### config.mk
export PLATFORM = sky130hd
export DESIGN_NAME = spdif_bmc_tx
export DESIGN_NICKNAME = d
export VERILOG_FILES = /design/src/rtl/spdif_bmc_tx.sv
export SDC_FILE = /design/constraint.sdc
export NUM_CORES = 1
export LEC_CHECK = 0
export CAP_MARGIN = 40
export CORE_MARGIN = 5
export CORE_UTILIZATION = 63
export CTS_CLUSTER_DIAMETER = 40
export DETAILED_ROUTE_END_ITERATION = 12
export DONT_BUFFER_PORTS = 1
export PLACE_DENSITY = 0.77
export SLEW_MARGIN = 20
export SYNTH_ARGS = -nofsm -noshare
export SYNTH_HDL_FRONTEND = slang
export SYNTH_SLANG_ARGS = --single-unit
### constraint.sdc
create_clock -name i_clk -period 2.1 [get_ports i_clk]
set_input_delay 0.315 -clock i_clk [delete_from_list [all_inputs] [get_ports i_clk]]
set_output_delay 0.315 -clock i_clk [all_outputs]
set_load 0.05 [all_outputs]
### src/rtl/spdif_bmc_tx.sv
// S/PDIF transmitter: valid/ready payload intake, A/B subframe and 192-frame block sequencing, BMC line.
// Optional macro SPDIF_TX_ENABLE_EN adds i_ena; while low the line idles at 0 and sequencing restarts at a block start.
module spdif_bmc_tx #(
    parameter int HALF_BIT_CLKS = 6
) (
    input  logic        i_clk,
    input  logic        i_rst_n,
`ifdef SPDIF_TX_ENABLE_EN
    input  logic        i_ena,
`endif
    input  logic [23:0] i_data,
    input  logic        i_v,
    input  logic        i_u,
    input  logic        i_c,
    input  logic        i_valid,
    output logic        o_ready,
    output logic        o_chan_b,
    output logic        o_spdif,
    output logic        o_block_start,
    output logic        o_underrun
);
    localparam int CNT_W = $clog2(HALF_BIT_CLKS);
    localparam logic [CNT_W-1:0] CNT_LAST = CNT_W'(HALF_BIT_CLKS - 1);
    localparam logic [CNT_W-1:0] CNT_ZERO = {CNT_W{1'b0}};
    localparam logic [CNT_W-1:0] CNT_ONE  = CNT_W'(1);
    localparam logic [7:0]  PRE_B = 8'b1110_1000;
    localparam logic [7:0]  PRE_M = 8'b1110_0010;
    localparam logic [7:0]  PRE_W = 8'b1110_0100;
    localparam logic [26:0] UNDERRUN_PL = 27'h100_0000;

    function automatic logic even_parity(input logic [26:0] pl);
        return ^pl;
    endfunction

    // Word indexed by slot: slots 0-3 unused (preamble), 4-30 payload, 31 parity.
    function automatic logic [31:0] build_word(input logic [26:0] pl);
        return {even_parity(pl), pl, 4'b0000};
    endfunction

    logic [CNT_W-1:0] clk_cnt_r, clk_cnt_nx;
    logic [5:0]       cell_r, cell_nx;
    logic             sub_r, sub_nx;
    logic [7:0]       frame_r, frame_nx;
    logic             ready_r, ready_nx;
    logic [26:0]      hold_r;
    logic [31:0]      sreg_r;
    logic             uflag_r;
    logic             lvl_r;
    logic             o_spdif_r, o_chan_b_r, o_block_start_r, o_underrun_r;
    logic             run_s, cell_end_s, load_s, load_nx_s, accept_s, start_s;
    logic             chan_nx, line_nx;
    logic [7:0]       pre_s;

`ifdef SPDIF_TX_ENABLE_EN
    assign run_s = i_ena;
`else
    assign run_s = 1'b1;
`endif

    assign cell_end_s = (clk_cnt_r == CNT_LAST);
    assign load_s     = run_s && cell_end_s && (cell_r == 6'd63);
    assign accept_s   = i_valid && ready_r;
    assign start_s    = run_s && (clk_cnt_r == CNT_ZERO) && (cell_r == 6'd0);
    assign load_nx_s  = (clk_cnt_nx == CNT_LAST) && (cell_nx == 6'd63);

    // Position counters: half-bit clock, cell, subframe channel, frame within block.
    always_comb begin
        clk_cnt_nx = clk_cnt_r;
        cell_nx    = cell_r;
        sub_nx     = sub_r;
        frame_nx   = frame_r;
        if (!run_s) begin
            clk_cnt_nx = CNT_ZERO;
            cell_nx    = 6'd0;
            sub_nx     = 1'b0;
            frame_nx   = 8'd0;
        end else if (cell_end_s) begin
            clk_cnt_nx = CNT_ZERO;
            cell_nx    = cell_r + 6'd1;
            if (cell_r == 6'd63) begin
                sub_nx = ~sub_r;
                if (sub_r) begin
                    frame_nx = (frame_r == 8'd191) ? 8'd0 : frame_r + 8'd1;
                end else begin
                    frame_nx = frame_r;
                end
            end else begin
                sub_nx = sub_r;
            end
        end else begin
            clk_cnt_nx = clk_cnt_r + CNT_ONE;
        end
    end

    // Holding register occupancy and the channel the next accepted payload will land in.
    always_comb begin
        ready_nx = ready_r;
        chan_nx  = 1'b0;
        if (accept_s) begin
            ready_nx = 1'b0;
        end else if (load_s) begin
            ready_nx = 1'b1;
        end else begin
            ready_nx = ready_r;
        end
        // An accept on the load cycle skips the subframe that just got the underrun payload.
        if (ready_nx) begin
            chan_nx = load_nx_s ? sub_nx : ~sub_nx;
        end else begin
            chan_nx = sub_nx;
        end
    end

    // Preamble selection and next line level at the first clock of each cell.
    always_comb begin
        pre_s   = PRE_W;
        line_nx = o_spdif_r;
        case ({sub_r, (frame_r == 8'd0)})
            2'b01:   pre_s = PRE_B;
            2'b00:   pre_s = PRE_M;
            default: pre_s = PRE_W;
        endcase
        if (!run_s) begin
            line_nx = 1'b0;
        end else if (clk_cnt_r == CNT_ZERO) begin
            if (cell_r < 6'd8) begin
                line_nx = pre_s[3'd7 - cell_r[2:0]] ^ ((cell_r == 6'd0) ? o_spdif_r : lvl_r);
            end else if (!cell_r[0]) begin
                line_nx = ~o_spdif_r;
            end else begin
                line_nx = o_spdif_r ^ sreg_r[cell_r[5:1]];
            end
        end else begin
            line_nx = o_spdif_r;
        end
    end

    // Counter, handshake and holding register state.
    always_ff @(posedge i_clk or negedge i_rst_n) begin
        if (!i_rst_n) begin
            clk_cnt_r  <= CNT_ZERO;
            cell_r     <= 6'd0;
            sub_r      <= 1'b0;
            frame_r    <= 8'd0;
            ready_r    <= 1'b1;
            o_chan_b_r <= 1'b0;
            hold_r     <= 27'd0;
        end else begin
            clk_cnt_r  <= clk_cnt_nx;
            cell_r     <= cell_nx;
            sub_r      <= sub_nx;
            frame_r    <= frame_nx;
            ready_r    <= ready_nx;
            o_chan_b_r <= chan_nx;
            if (accept_s) begin
                hold_r <= {i_c, i_u, i_v, i_data};
            end else begin
                hold_r <= hold_r;
            end
        end
    end

    // Subframe word load at the last clock of cell 63, with underrun substitution.
    always_ff @(posedge i_clk or negedge i_rst_n) begin
        if (!i_rst_n) begin
            sreg_r  <= build_word(UNDERRUN_PL);
            uflag_r <= 1'b0;
        end else if (!run_s) begin
            sreg_r  <= build_word(UNDERRUN_PL);
            uflag_r <= 1'b0;
        end else if (load_s) begin
            sreg_r  <= build_word(ready_r ? UNDERRUN_PL : hold_r);
            uflag_r <= ready_r;
        end else begin
            sreg_r  <= sreg_r;
            uflag_r <= uflag_r;
        end
    end

    // Registered line and status pulses; lvl_r keeps the level that ended the previous subframe.
    always_ff @(posedge i_clk or negedge i_rst_n) begin
        if (!i_rst_n) begin
            lvl_r           <= 1'b0;
            o_spdif_r       <= 1'b0;
            o_block_start_r <= 1'b0;
            o_underrun_r    <= 1'b0;
        end else begin
            lvl_r           <= start_s ? o_spdif_r : (run_s ? lvl_r : 1'b0);
            o_spdif_r       <= line_nx;
            o_block_start_r <= start_s && !sub_r && (frame_r == 8'd0);
            o_underrun_r    <= start_s && uflag_r;
        end
    end

    assign o_ready       = ready_r;
    assign o_chan_b      = o_chan_b_r;
    assign o_spdif       = o_spdif_r;
    assign o_block_start = o_block_start_r;
    assign o_underrun    = o_underrun_r;

endmodule

==> run_results.csv <==
group,metric,value,unit
outcome,outcome,"complete, but fails checks",
outcome,violated_checks,"negative hold slack",
global_route,grt_met1_use,0.269,
route,dr.pass1.iters,4,
power,p_comb_frac,0,
route,routedWlPerCell,16.8,um
route,detailedRoute.firstIterationViolations,93,
final_layout,seqCellArea,2010,sq um
power,pwr-share-seq,0.612,
global_route,grt_use_met2,0.333,
worst_setup_path,kind_of_end_point_of_the_critical_path,"flip-flop",
power,switching_power,0.554,mW
timing,final_hold_viol_count,80,
placed_design,gp_congestion,0.900,
global_route,antenna_found_initial,0,
power,power-per-cell-area,603,nW/um^2
timing,finalSetupTns,0,ns
global_route,maximum_number_of_pins_on_one_net_before_global_route_repair,81,
route,drtAntennaViolNets,0,
synth,yosysWarningCount,0,
power,power_switching_share,0.220,
final_layout,stdcell_area,4180,sq um
synth,synth-seq-area-share,0.516,
clock_tree,clock_insertion_delay_worst_skew,0.35,ns
timing,max_freq,510,MHz
worst_setup_path,r2r_start,"cell_r[1]",
timing,timing.final.crit_period,1.96,ns
timing,report.final.setup_viol,0,
hold_path,worst_hold_path_type,"input port to asynchronous set/reset pin",
final_layout,post_route_cells_drive_above_1_share,0.198,
clock_tree,tritoncts_clock_tree,"done",
route,drcViolationCount,0,
route,via_per_inst,5.71,
worst_setup_path,cp-start-kind,"flip-flop",
power,cellLeakagePower,2.04,nW
timing,grt_setup_unrepaired,"no",
worst_setup_path,critPathRequiredTime,2.33,ns
placed_design,io_buffer_count,0,
floorplan,fp.dieW,88.6,um
worst_setup_path,reg2reg_slack,0.14,ns
worst_setup_path,logic_depth_of_the_worst_register_to_register_path,5,
floorplan,starting_density_of_the_core,0.653,
timing,hold_ws,-0.355,ns
floorplan,num_io_pins,35,
floorplan,dieHeight,88.6,um
floorplan,die_area,7840,sq um
synth,syn_area,3890,sq um
global_route,wire_length_of_the_first_global_routing_pass,12.3,mm
floorplan,core-area,5960,sq um
timing,tightest_slew,0.584,ns
placed_design,placed_cell_area,3990,sq um
worst_setup_path,criticalPathCategory,"flip-flop to flip-flop",
power,power.clock.fraction,0.388,
route,routed-via-count,2473,
clock_tree,cts.sinks,80,
power,internal_power,1.96,mW
global_route,grt-ovfl-total,0,
final_layout,flow.area_growth_from_synthesis,7.43,%
synth,post_synth_inst_count,349,
synth,synth.ff_latch_count,80,
worst_setup_path,worst_path_fanout_max,8,
clock_tree,clockRootBuffer,"sky130_fd_sc_hd__clkbuf_8",
power,irDropWorstVdd,0.000460,V
worst_setup_path,worst-endpoint-arrival,2.19,ns
clock_tree,cts_made_buffers,9,
job,maxCapViolCount,0,
timing,relSlewSlack,0.611,
synth,synth.avg_cell_area,11.1,sq um
timing,finClkSkew,0.00798,ns
global_route,grtUsageMet3,0.0605,
worst_setup_path,timing.rr.end,"o_spdif",
floorplan,floorplan.rows,28,
clock_tree,cts_htree_levels,3,
placed_design,detailedPlacementHpwl,4.97,mm
clock_tree,worst_setup_hold_path_clk_slew,0.08,ns
final_layout,nNetsFinal,387,
timing,layout_worst_path_cycle_share,0.934,
final_layout,antenna_cells_inserted,0,
global_route,globalRoute.busiestLayer,"met2",
route,route.final.wire_length,7.28,mm
global_route,global_route.usage.total,0.209,
final_layout,total_area_of_multi_input_combinational_cells,1790,sq um
synth,yosys.cell_types.count,38,
final_layout,final_standard_cell_utilization_of_the_core,0.701,
timing,finalMaxSlewViolations,0,
synth,synthesis.nets,383,
clock_tree,clock_path_buffers,2,
global_route,first_global_vias,2581,
final_layout,filler_cell_count,448,
[how the worst max path moves through the flow]
stage | end | cells past startpoint | from
finish | o_spdif | 5 | cell_r[1]
global route | o_spdif | 6 | cell_r[1]
CTS | o_spdif | 6 | frame_r[5]
detailed placement | frame_r[6] | 6 | cell_r[1]
global placement | o_spdif | 5 | cell_r[1]
floorplan | o_spdif | 6 | cell_r[1]
[routing by layer]
metal / routed length, um / share of wire
met5: 0 / 0
met4: 173 / 0.024
met3: 422 / 0.058
met2: 3430 / 0.47
met1: 3260 / 0.45
[area by class of cell]
type / instances / area share
repair buffers: 10 / 0.0210
clock buffers: 10 / 0.0306
inverters: 10 / 0.00899
clock inverters: 6 / 0.00869
multi-input cells: 242 / 0.428
flip-flops and latches: 80 / 0.481
well taps: 75 / 0.0225
[cell usage in the layout (no fill, tap or decap), types with 2 or more instances in the layout]
master	n
sky130_fd_sc_hd__nand3_1	5
sky130_fd_sc_hd__mux2_2	30
sky130_fd_sc_hd__a21oi_1	2
sky130_fd_sc_hd__ha_1	4
sky130_fd_sc_hd__dfstp_2	3
sky130_fd_sc_hd__inv_1	10
sky130_fd_sc_hd__clkbuf_8	9
sky130_fd_sc_hd__xor2_1	7
sky130_fd_sc_hd__mux2i_1	7
sky130_fd_sc_hd__dfrtp_2	2
sky130_fd_sc_hd__o21ai_0	7
sky130_fd_sc_hd__dfrtp_1	75
sky130_fd_sc_hd__mux4_1	4
sky130_fd_sc_hd__or3_1	2
sky130_fd_sc_hd__nand3b_1	26
sky130_fd_sc_hd__clkinv_2	4
sky130_fd_sc_hd__nor2_1	15
sky130_fd_sc_hd__nor3_1	4
sky130_fd_sc_hd__mux4_2	3
sky130_fd_sc_hd__nand4_1	5
sky130_fd_sc_hd__or2_2	2
sky130_fd_sc_hd__xnor2_1	32
sky130_fd_sc_hd__nand2_1	69
sky130_fd_sc_hd__buf_4	9
sky130_fd_sc_hd__nand4b_1	2
[worst max-delay path: stages (launching register included)]
cell	delay [ns]
sky130_fd_sc_hd__dfrtp_2	0.48
sky130_fd_sc_hd__mux4_2	0.53
sky130_fd_sc_hd__a311o_1	0.37
sky130_fd_sc_hd__o22ai_2	0.11
sky130_fd_sc_hd__mux2i_1	0.10
sky130_fd_sc_hd__a221o_1	0.26
[kinds of logic after synthesis]
family,share of synthesized area
and+or+nand+nor,0.177
DFF,0.516
muxes,0.149
xor gates and xnor gates,0.0879
buffers and inverters,0.0286
AOI/OAI and AO/OA,0.0280
adders and majority gates,0.0129
[metrics by stage]
stage / hold WS, ns / worst slack (ns) / total power [mW] / std cells
finish: -0.355 / 0.139 / 2.52 / 433
global route: -0.381 / 0.0166 / 2.62 / 433
CTS: -0.365 / 0.0596 / 2.54 / 432
detailed placement: 0.0223 / -0.00485 / 1.57 / 416
global placement: 0.0225 / 0.0807 / 1.57 / 416
floorplan: 0.0194 / 0.234 / 1.57 / 349
[flip-flops by register name, summed over array words and instances (netlist names), 3 cells and up]
| name | count |
|---|---|
| sreg_r | 28 |
| hold_r | 27 |
| frame_r | 8 |
| cell_r | 6 |
| clk_cnt_r | 3 |
[Yosys cell counts]
master                      count  share of area
sky130_fd_sc_hd__buf_6          1         0.0029
sky130_fd_sc_hd__a31oi_1        1         0.0016
sky130_fd_sc_hd__nand2b_1       1         0.0016
sky130_fd_sc_hd__or2_2          2         0.0032
sky130_fd_sc_hd__a31o_2         1         0.0023
sky130_fd_sc_hd__nand3b_1      26          0.050
sky130_fd_sc_hd__o31ai_1        1         0.0019
sky130_fd_sc_hd__ha_1           4          0.013
sky130_fd_sc_hd__xor2_1         7          0.016
sky130_fd_sc_hd__o21ai_0        7         0.0090
sky130_fd_sc_hd__o2bb2ai_1      1         0.0023
sky130_fd_sc_hd__a311o_1        1         0.0026
sky130_fd_sc_hd__a21oi_1        2         0.0026
sky130_fd_sc_hd__and2_1         1         0.0016
sky130_fd_sc_hd__and2_0         1         0.0016
sky130_fd_sc_hd__nand4_1        5         0.0080
sky130_fd_sc_hd__and2_2         1         0.0019
sky130_fd_sc_hd__buf_2          2         0.0026
sky130_fd_sc_hd__a221o_1        1         0.0026
sky130_fd_sc_hd__nor4b_1        1         0.0023
sky130_fd_sc_hd__nor3_1         4         0.0051
sky130_fd_sc_hd__and3b_1        1         0.0023
sky130_fd_sc_hd__nand2_1       69          0.067
sky130_fd_sc_hd__dfrtp_1       77           0.50
sky130_fd_sc_hd__nand3_1        5         0.0064
sky130_fd_sc_hd__inv_1         10         0.0097
sky130_fd_sc_hd__dfstp_2        3          0.020
sky130_fd_sc_hd__clkbuf_1      14          0.014
sky130_fd_sc_hd__nor2_1        16          0.015
sky130_fd_sc_hd__nor4_1         2         0.0032
sky130_fd_sc_hd__mux2i_1        7          0.018
sky130_fd_sc_hd__mux2_2        30          0.087
sky130_fd_sc_hd__mux4_2         3          0.017
sky130_fd_sc_hd__or3_1          2         0.0032
sky130_fd_sc_hd__nand4b_1       2         0.0045
sky130_fd_sc_hd__xnor2_1       32          0.072
sky130_fd_sc_hd__mux4_1         4          0.027
sky130_fd_sc_hd__o22ai_2        1         0.0032
[power by group through the flow]
stage | sequential [mW] | combinational, mW | clock (mW)
global placement | 1.57 | 0.000565 | 0
CTS | 1.54 | 0.000565 | 1.00
finish | 1.54 | 0.000565 | 0.977
global route | 1.54 | 0.000565 | 1.08
detailed placement | 1.57 | 0.000565 | 0
floorplan | 1.57 | 0.000566 | 0
[what timing repair did]
item	CTS	global route
setup endpoints to repair	3	4
cloned	0	0
pin swaps	0	0
setup buffers	0	1
gates resized for setup	1	3
endpoints found under the hold margin	80	80
Note: power is estimated with default switching activity, not from simulation.
